### src/rtl/pico_mem_mpu.sv
// Word-granular MPU between the picorv32 memory port and a synchronous SRAM.
// Define MPU_VIOLATION_IRQ_EN to drive the violation interrupt pulse.
module pico_mem_mpu #(
    parameter int DATA_WIDTH     = 32,
    parameter int MPU_START_ADDR = 768
) (
    input  logic                  clk,
    input  logic                  resetn,
    input  logic                  is_inst,
    input  logic [31:0]           pc_addr,
    output logic                  inform_cpu_wait,
    output logic                  interrupt,
    input  logic                  cpu_valid,
    output logic                  cpu_ready,
    input  logic [21:0]           cpu_addr,
    input  logic [DATA_WIDTH-1:0] cpu_wdata,
    input  logic [3:0]            cpu_wstrb,
    output logic [DATA_WIDTH-1:0] cpu_rdata,
    output logic [3:0]            mem_wen,
    output logic [21:0]           mem_addr,
    output logic [DATA_WIDTH-1:0] mem_wdata,
    input  logic [DATA_WIDTH-1:0] mem_rdata
);

    typedef enum logic [1:0] {
        S_LOAD,
        S_IDLE,
        S_RESP
    } state_e;

    localparam logic [21:0] C_LO = 22'(MPU_START_ADDR);
    localparam logic [21:0] C_HI = 22'(MPU_START_ADDR + 5);

    state_e      state_q, state_d;
    logic [2:0]  cnt_q, cnt_d;
    logic        allow_q, allow_d;
    logic [31:0] cfg_q [5];
    logic [31:0] cfg_d [5];

    logic        in_d, in_t, in_c, allow;
    logic [21:0] dlo, dhi, c_rel;
    logic [2:0]  c_off;

    always_comb begin
        dlo   = cfg_q[1][21:0];
        dhi   = cfg_q[2][21:0];
        c_rel = cpu_addr - C_LO;
        c_off = c_rel[2:0];
        in_d  = (dlo < dhi) && (cpu_addr >= dlo) && (cpu_addr < dhi);
        in_t  = (cfg_q[3] < cfg_q[4]) && (pc_addr >= cfg_q[3])
                && (pc_addr < cfg_q[4]);
        in_c  = (cpu_addr >= C_LO) && (cpu_addr < C_HI);
        if (!cfg_q[0][0])
            allow = 1'b1;
        else if (is_inst)
            allow = !in_d;
        else
            allow = in_t || !(in_d || in_c);
    end

    always_comb begin
        state_d         = state_q;
        cnt_d           = cnt_q;
        allow_d         = allow_q;
        cfg_d           = cfg_q;
        inform_cpu_wait = 1'b0;
        interrupt       = 1'b0;
        cpu_ready       = 1'b0;
        cpu_rdata       = '0;
        mem_wen         = 4'b0;
        mem_addr        = '0;
        mem_wdata       = '0;
        unique case (state_q)
            S_LOAD: begin
                inform_cpu_wait = 1'b1;
                // address held at 0 while reset is asserted
                if (resetn && cnt_q < 3'd5)
                    mem_addr = C_LO + 22'(cnt_q);
                if (cnt_q != 3'd0)
                    cfg_d[cnt_q - 3'd1] = mem_rdata;
                cnt_d = cnt_q + 3'd1;
                if (cnt_q == 3'd5) begin
                    cnt_d   = 3'd0;
                    state_d = S_IDLE;
                end
            end
            S_IDLE: begin
                if (cpu_valid) begin
                    mem_addr  = cpu_addr;
                    mem_wdata = cpu_wdata;
                    mem_wen   = allow ? cpu_wstrb : 4'b0;
                    allow_d   = allow;
                    state_d   = S_RESP;
                    if (allow && in_c) begin
                        for (int b = 0; b < 4; b++)
                            if (cpu_wstrb[b])
                                cfg_d[c_off][8*b +: 8] = cpu_wdata[8*b +: 8];
                    end
                end
            end
            S_RESP: begin
                cpu_ready = 1'b1;
                cpu_rdata = allow_q ? mem_rdata : '0;
`ifdef MPU_VIOLATION_IRQ_EN
                interrupt = !allow_q;
`endif
                state_d   = S_IDLE;
            end
            default: state_d = S_LOAD;
        endcase
    end

    always_ff @(posedge clk or negedge resetn) begin
        if (!resetn) begin
            state_q <= S_LOAD;
            cnt_q   <= 3'd0;
            allow_q <= 1'b0;
            for (int i = 0; i < 5; i++)
                cfg_q[i] <= '0;
        end else begin
            state_q <= state_d;
            cnt_q   <= cnt_d;
            allow_q <= allow_d;
            cfg_q   <= cfg_d;
        end
    end

endmodule

### config.mk
export PLATFORM = sky130hd
export DESIGN_NAME = pico_mem_mpu
export DESIGN_NICKNAME = d
export VERILOG_FILES = /design/src/rtl/pico_mem_mpu.sv
export SDC_FILE = /design/constraint.sdc
export NUM_CORES = 1
export LEC_CHECK = 0
export BUFFER_PORTS_ARGS = -buffer_cell sky130_fd_sc_hd__buf_2
export CAP_MARGIN = 10
export CORE_MARGIN = 8
export CORE_UTILIZATION = 35
export CTS_CLUSTER_SIZE = 10
export DETAILED_ROUTE_END_ITERATION = 7
export PLACE_DENSITY = 0.6
export SLEW_MARGIN = 20
export SYNTH_ARGS = -nofsm -noshare
export SYNTH_HDL_FRONTEND = slang
export SYNTH_SLANG_ARGS = --single-unit
### constraint.sdc
create_clock -name clk -period 10.65 [get_ports clk]
set_clock_uncertainty 0.2 [all_clocks]
set_input_delay 2.6625 -clock clk [delete_from_list [all_inputs] [get_ports clk]]
set_output_delay 2.6625 -clock clk [all_outputs]
set_load 0.02 [all_outputs]
# --- Word level (Yosys, flattened, before mapping) ---
# Cells that the tools add are included.
op_classes:
  reduce_logical: 19
  addsub: 4
  n_eq_ne: 7
  muxes: 50
  n_bitwise: 2
  magnitude_cmp: 13
ops:
  columns: ["cell", "n"]
  rows:
  - ["160-bit 2-to-1 mux", 16]
  - ["160-bit bitwise mux", 5]
  - ["32-bit demux with 3-bit select", 5]
  - ["160-bit case mux with 2 select lines", 1]
  - ["32-bit 2-to-1 mux", 6]
  - ["32-bit < comparator", 2]
  - ["22-bit < comparator", 2]
  - ["22-bit case mux with 2 select lines", 1]
  - ["32-bit >= comparator", 1]
  - ["24-bit 2-to-1 mux", 1]
  - ["22-bit by 10-bit >= comparator with 1-bit output (second input constant)", 1]
  - ["22-bit >= comparator", 1]
  - ["22-bit by 10-bit < comparator with 1-bit output (second input constant)", 1]
  - ["22-bit 2-to-1 mux", 1]
  - ["16-bit 2-to-1 mux", 1]
  - ["4-bit 2-to-1 mux", 3]
  - ["10-bit by 3-bit adder with 11-bit output (first input constant)", 1]
  - ["11-bit 2-to-1 mux", 1]
  - ["1-bit logical AND", 9]
  - ["4-bit >= comparator (second input constant)", 2]
  - ["4-bit by 1-bit < comparator with 1-bit output (second input constant)", 2]
  - ["8-bit 2-to-1 mux", 1]
  - ["2-bit != test (second input constant)", 4]
  - ["3-bit NOT with 4-bit output", 2]
  - ["17 further kinds", 25]
word_totals:
  reg_bits: 166
  input_bits: 126
  word_cells: 103

# --- Longest topological paths before layout ---
depth:
  depth_word: 27
  ltp_mapped: 13
  ltp_nobuf: 10

# --- Least setup slack after synthesis ---
# OpenSTA, ideal clock, no wires.
synth_path:
  path_type: "input -> output"
  startpoint: "in pc_addr[0]"
  endpoint: "out mem_wen[0]"
  required_time_ns: 7.788
  slack_ns: 2.882
  cell_stages: 11
  arrival_time_ns: 4.905
  cell_sequence: "inv_1 > ha_1 > nand2b_1 > a2111oi_0 > a2111oi_0 > a2111oi_0 > o31ai_2 > nand4_2 > buf_6 > and3_1 > nor2_1"
synth_via:
  elab_chain_len: 9
synth_lines:
  columns: ["item", "line_no", "rtl"]
  rows:
  - ["start: declaration", "10", "input logic [31:0] pc_addr,"]
  - ["32-bit >= comparator", "50", "in_t = (cfg_q[3] < cfg_q[4]) && (pc_addr >= cfg_q[3])"]
  - ["1-bit logical AND", "50", null]
  - ["1-bit logical AND (*)", "51", "&& (pc_addr < cfg_q[4]);"]
  - ["1-bit logical OR (*)", "58", "allow = in_t || !(in_d || in_c);"]
  - ["1-bit 2-to-1 mux (*)", "55", "else if (is_inst)"]
  - ["1-bit 2-to-1 mux (*)", "53", "if (!cfg_q[0][0])"]
  - ["4-bit 2-to-1 mux (*)", "91", "mem_wen = allow ? cpu_wstrb : 4'b0;"]
  - ["4-bit 2-to-1 mux (*)", "88", "if (cpu_valid) begin"]
  - ["4-bit 2-to-1 mux (*)", "73", "unique case (state_q)"]
  - ["end: declaration", "19", "output logic [3:0] mem_wen,"]
# Every way passes the cells marked *; elsewhere a longest branch is shown, timed or not.

# --- Final worst setup path ---
layout_path:
  startpoint: "in pc_addr[0]"
  endpoint: "out mem_wen[2]"
# The elaborated chain is that of the path after synthesis.

==> impl_metrics.csv <==
group,metric,value,unit
outcome,status,"finished, final reports clean",
pwr,p_sw,1497,uW
cells_and_area,final_common_cell,"buf_2",
timing,grt_setup_unrepaired,"no",
critical_path,crit_type,"input port to output pin",
pwr,comb_power_share,58.5,%
pwr,seqPwrFrac,22.5,%
critical_path,slowest_delay,780,ps
timing,finalMaxSlewViolations,0,
cells_and_area,drive_above_1_share,27.04,%
die,die-width,187.9,um
yosys,ys_warn_count,0,
die,std_cell_rows,63,
clocking,numCtsBuffers,17,
yosys,synth-seq-area-share,27.82,%
worst_hold_path,hp-class,"register to register",
die,ioPinCount,219,
timing,slew_headroom,28.36,%
route,via_per_inst,5.622,
timing,period_share,83.24,%
route,drtPass1Iterations,6,
yosys,synthDistinctLibCells,60,
clocking,cts-htree-levels,4,
route,drtIter0Drc,611,
die,design.core.area,0.02940,mm^2
clocking,hold_buffers,0,
route,drtAntennaViolNets,0,
critical_path,crit_start,"pc_addr[0]",
yosys,netlist_area,0.01034,mm^2
critical_path,reg2regPathDepth,10,
pwr,leakagePower,0.006127,uW
die,fp.dieArea,0.03531,mm^2
route,vias,9760,
run,maxCapViolations,0,
critical_path,crit_chain,"buf_2 -> inv_1 -> ha_1 -> nand2b_1 -> a2111oi_0 -> a2111oi_0 -> a2111oi_0 -> o31ai_2 -> nand4_2 -> buf_4 -> and3_1 -> nor2_1 -> buf_2",
yosys,synth_edf_count,0,
cells_and_area,utilization,42.14,%
yosys,synthArstFlopShare,100.0,%
global_route,grt_pass1_vias,10060,
critical_path,r2r_slack,6460,ps
clocking,cts_root_buf,"clkbuf_16",
route,wire_per_inst,20.70,um
clocking,clock_sinks,115,
clocking,clk_latency,420,ps
clocking,cts_setup_buffers,0,
critical_path,crit_top_cell,"a2111oi_0",
pwr,switching_share,45.20,%
global_route,grt_max_degree,85,
yosys,syn_nets,1434,
timing,setup_viol,0,
die,start_util,35.18,%
critical_path,rr_endpoint,"cfg_q[99]",
yosys,avgSynthCellArea,9.035,um^2
clocking,clk_pin_slew,50,ps
clocking,cts_resized,0,
timing,hold_viol,0,
worst_hold_path,hold_depth,1,
pwr,pwr_density_cell,267.4,mW/mm^2
die,die_h,187.9,um
placement,gp_congestion,0.8846,
critical_path,required,7790,ps
critical_path,path_max_fanout,15,
global_route,grt_use_total,19.92,%
route,wl,35930,um
pwr,p_int,1816,uW
critical_path,r2r_start,"cfg_q[115]",
cells_and_area,fillers,2936,
critical_path,critical_path.slowest_cell,"a2111oi_0",
critical_path,endpoint,"mem_wen[2]",
critical_path,start_kind,"input port",
yosys,synth-seq-cells,115,
timing,fin_setup_tns,0,ps
cells_and_area,area_growth_syn_to_layout,19.77,%
pwr,ir_drop,0.1347,mV
critical_path,worstPathArrival,6000,ps
yosys,synth_cells,1145,
timing,fmax,112.8,MHz
timing,worst_pin_slew,1075,ps
route,drc,0,
pwr,clockPowerShare,18.9,%
critical_path,crit_path_end_kind,"output pin",
cells_and_area,antenna_cells,0,
yosys,synthFlopType,"dfrtp_1",
cells_and_area,mostFrequentLayoutCells,"buf_2 (216), ha_1 (163), dfrtp_1 (115)",
clocking,cts_tree,"done",
cells_and_area,nNetsFinal,1623,
global_route,antenna_found_initial,2,
global_route,grt-ovfl-total,0,
placement,port-buffer-count,217,
global_route,grt_pass1_wl,55510,um
placement,dp_hpwl,28830,um
timing,final.min_clock_period,8865,ps
clocking,cts_buffer_depth,2,
==> area by class of cell <==
| type | count | area [um^2] | area share (%) |
|---|---|---|---|
| clock buffers | 22 | 454.2 | 3.666 |
| clock inverters | 9 | 178.9 | 1.444 |
| repair buffers | 229 | 1179 | 9.512 |
| flip-flops and latches | 115 | 2878 | 23.23 |
| well taps | 390 | 488.0 | 3.938 |
| inverters | 113 | 424.2 | 3.423 |
| multi-input cells | 858 | 6789 | 54.79 |
==> cell families (layout without fill, tap and decap cells) <==
kind of cell	count (synthesis)	after routing	share of synthesized area (%)
other cells	1	1	0.03625
xor+xnor	1	1	0.08468
compound gates	307	307	20.45
mux	89	89	10.26
simple gates	297	297	14.89
flops	115	115	27.82
buf+inv	172	373	6.749
fa+ha+maj	163	163	19.71
==> registers in the layout, indices dropped and copies added (netlist names) <==
signal   cells
cnt_q        3
cfg_q      109
allow_q      1
state_q      2
==> through the flow <==
step / cell area, um^2 / cells / hold WS (ps) / power [uW] / worst slack [ps]
floorplan: 10340 / 1145 / 256.1 / 2168 / 2882
global placement: 11750 / 1705 / 274.6 / 2625 / 1837
detailed placement: 11750 / 1705 / 274.0 / 2670 / 1845
CTS: 12390 / 1736 / 290.5 / 3311 / 1819
global route: 12390 / 1736 / 313.3 / 3606 / 1460
finish: 12390 / 1736 / 288.8 / 3313 / 1785
==> per-layer routing <==
layer,global-route usage [%],vias to the layer above,wire length [um]
li1,-,4655,-
met1,25.38,4663,15970
met2,32.58,403,16450
met3,5.368,39,2821
met4,5.758,0,688
met5,0,-,0
==> critical path, delay by kind of cell <==
kind | cells | cell delay (ps)
buffers and inverters | 4 | 610
adders and majority gates | 1 | 280
and+or+nand+nor | 4 | 890
AOI/OAI and AO/OA | 4 | 1550
==> power by group through the flow <==
stage | clock network (uW) | logic, uW | registers [uW]
after floorplan | 0 | 1470 | 697
after global placement | 0 | 1880 | 746
after detailed placement | 0 | 1920 | 749
after CTS | 633 | 1930 | 744
after global routing | 656 | 2180 | 768
final | 627 | 1940 | 746
==> how the worst min path moves through the flow <==
stage          startpoint         end  slack (ps)
6_report        cfg_q[31]   cfg_q[31]         290
5_1_grt        cfg_q[128]  cfg_q[128]         310
4_1_cts         cfg_q[25]   cfg_q[25]         290
3_5_place_dp    cfg_q[31]   cfg_q[31]         270
3_3_place_gp    cfg_q[29]   cfg_q[29]         270
2_1_floorplan   cfg_q[24]   cfg_q[24]         260
==> cell usage after synthesis, drive strengths merged, types with 2 or more instances <==
master     n  area, um^2
and4       3       26.28
o211ai     2       15.01
a211oi     7       57.55
nor2b      6       37.54
nor4b      2       17.52
a2111oi    6       52.55
dfrtp    115        2878
nor2      34       127.6
nor3       7       35.03
o21a       2       15.01
ha       163        2039
buf       11       93.84
o21ai     35       175.2
a31oi     13       232.7
a21oi     61       305.3
and3      83       519.3
o2bb2ai    8       70.07
nand2     80       300.3
a211o      2       17.52
clkbuf    48       180.2
a221oi     2       17.52
nand3     36       180.2
mux2      88        1051
a22o       3       26.28
o22ai    109       681.9
o31ai      3       27.52
nand2b     6       37.54
inv      113       424.2
a21o      23       172.7
or3        3       18.77
a22oi     21       157.7
nand4     26       168.9
and2       2       12.51
nor4       6       37.54
(Power assumes the default switching activity.)
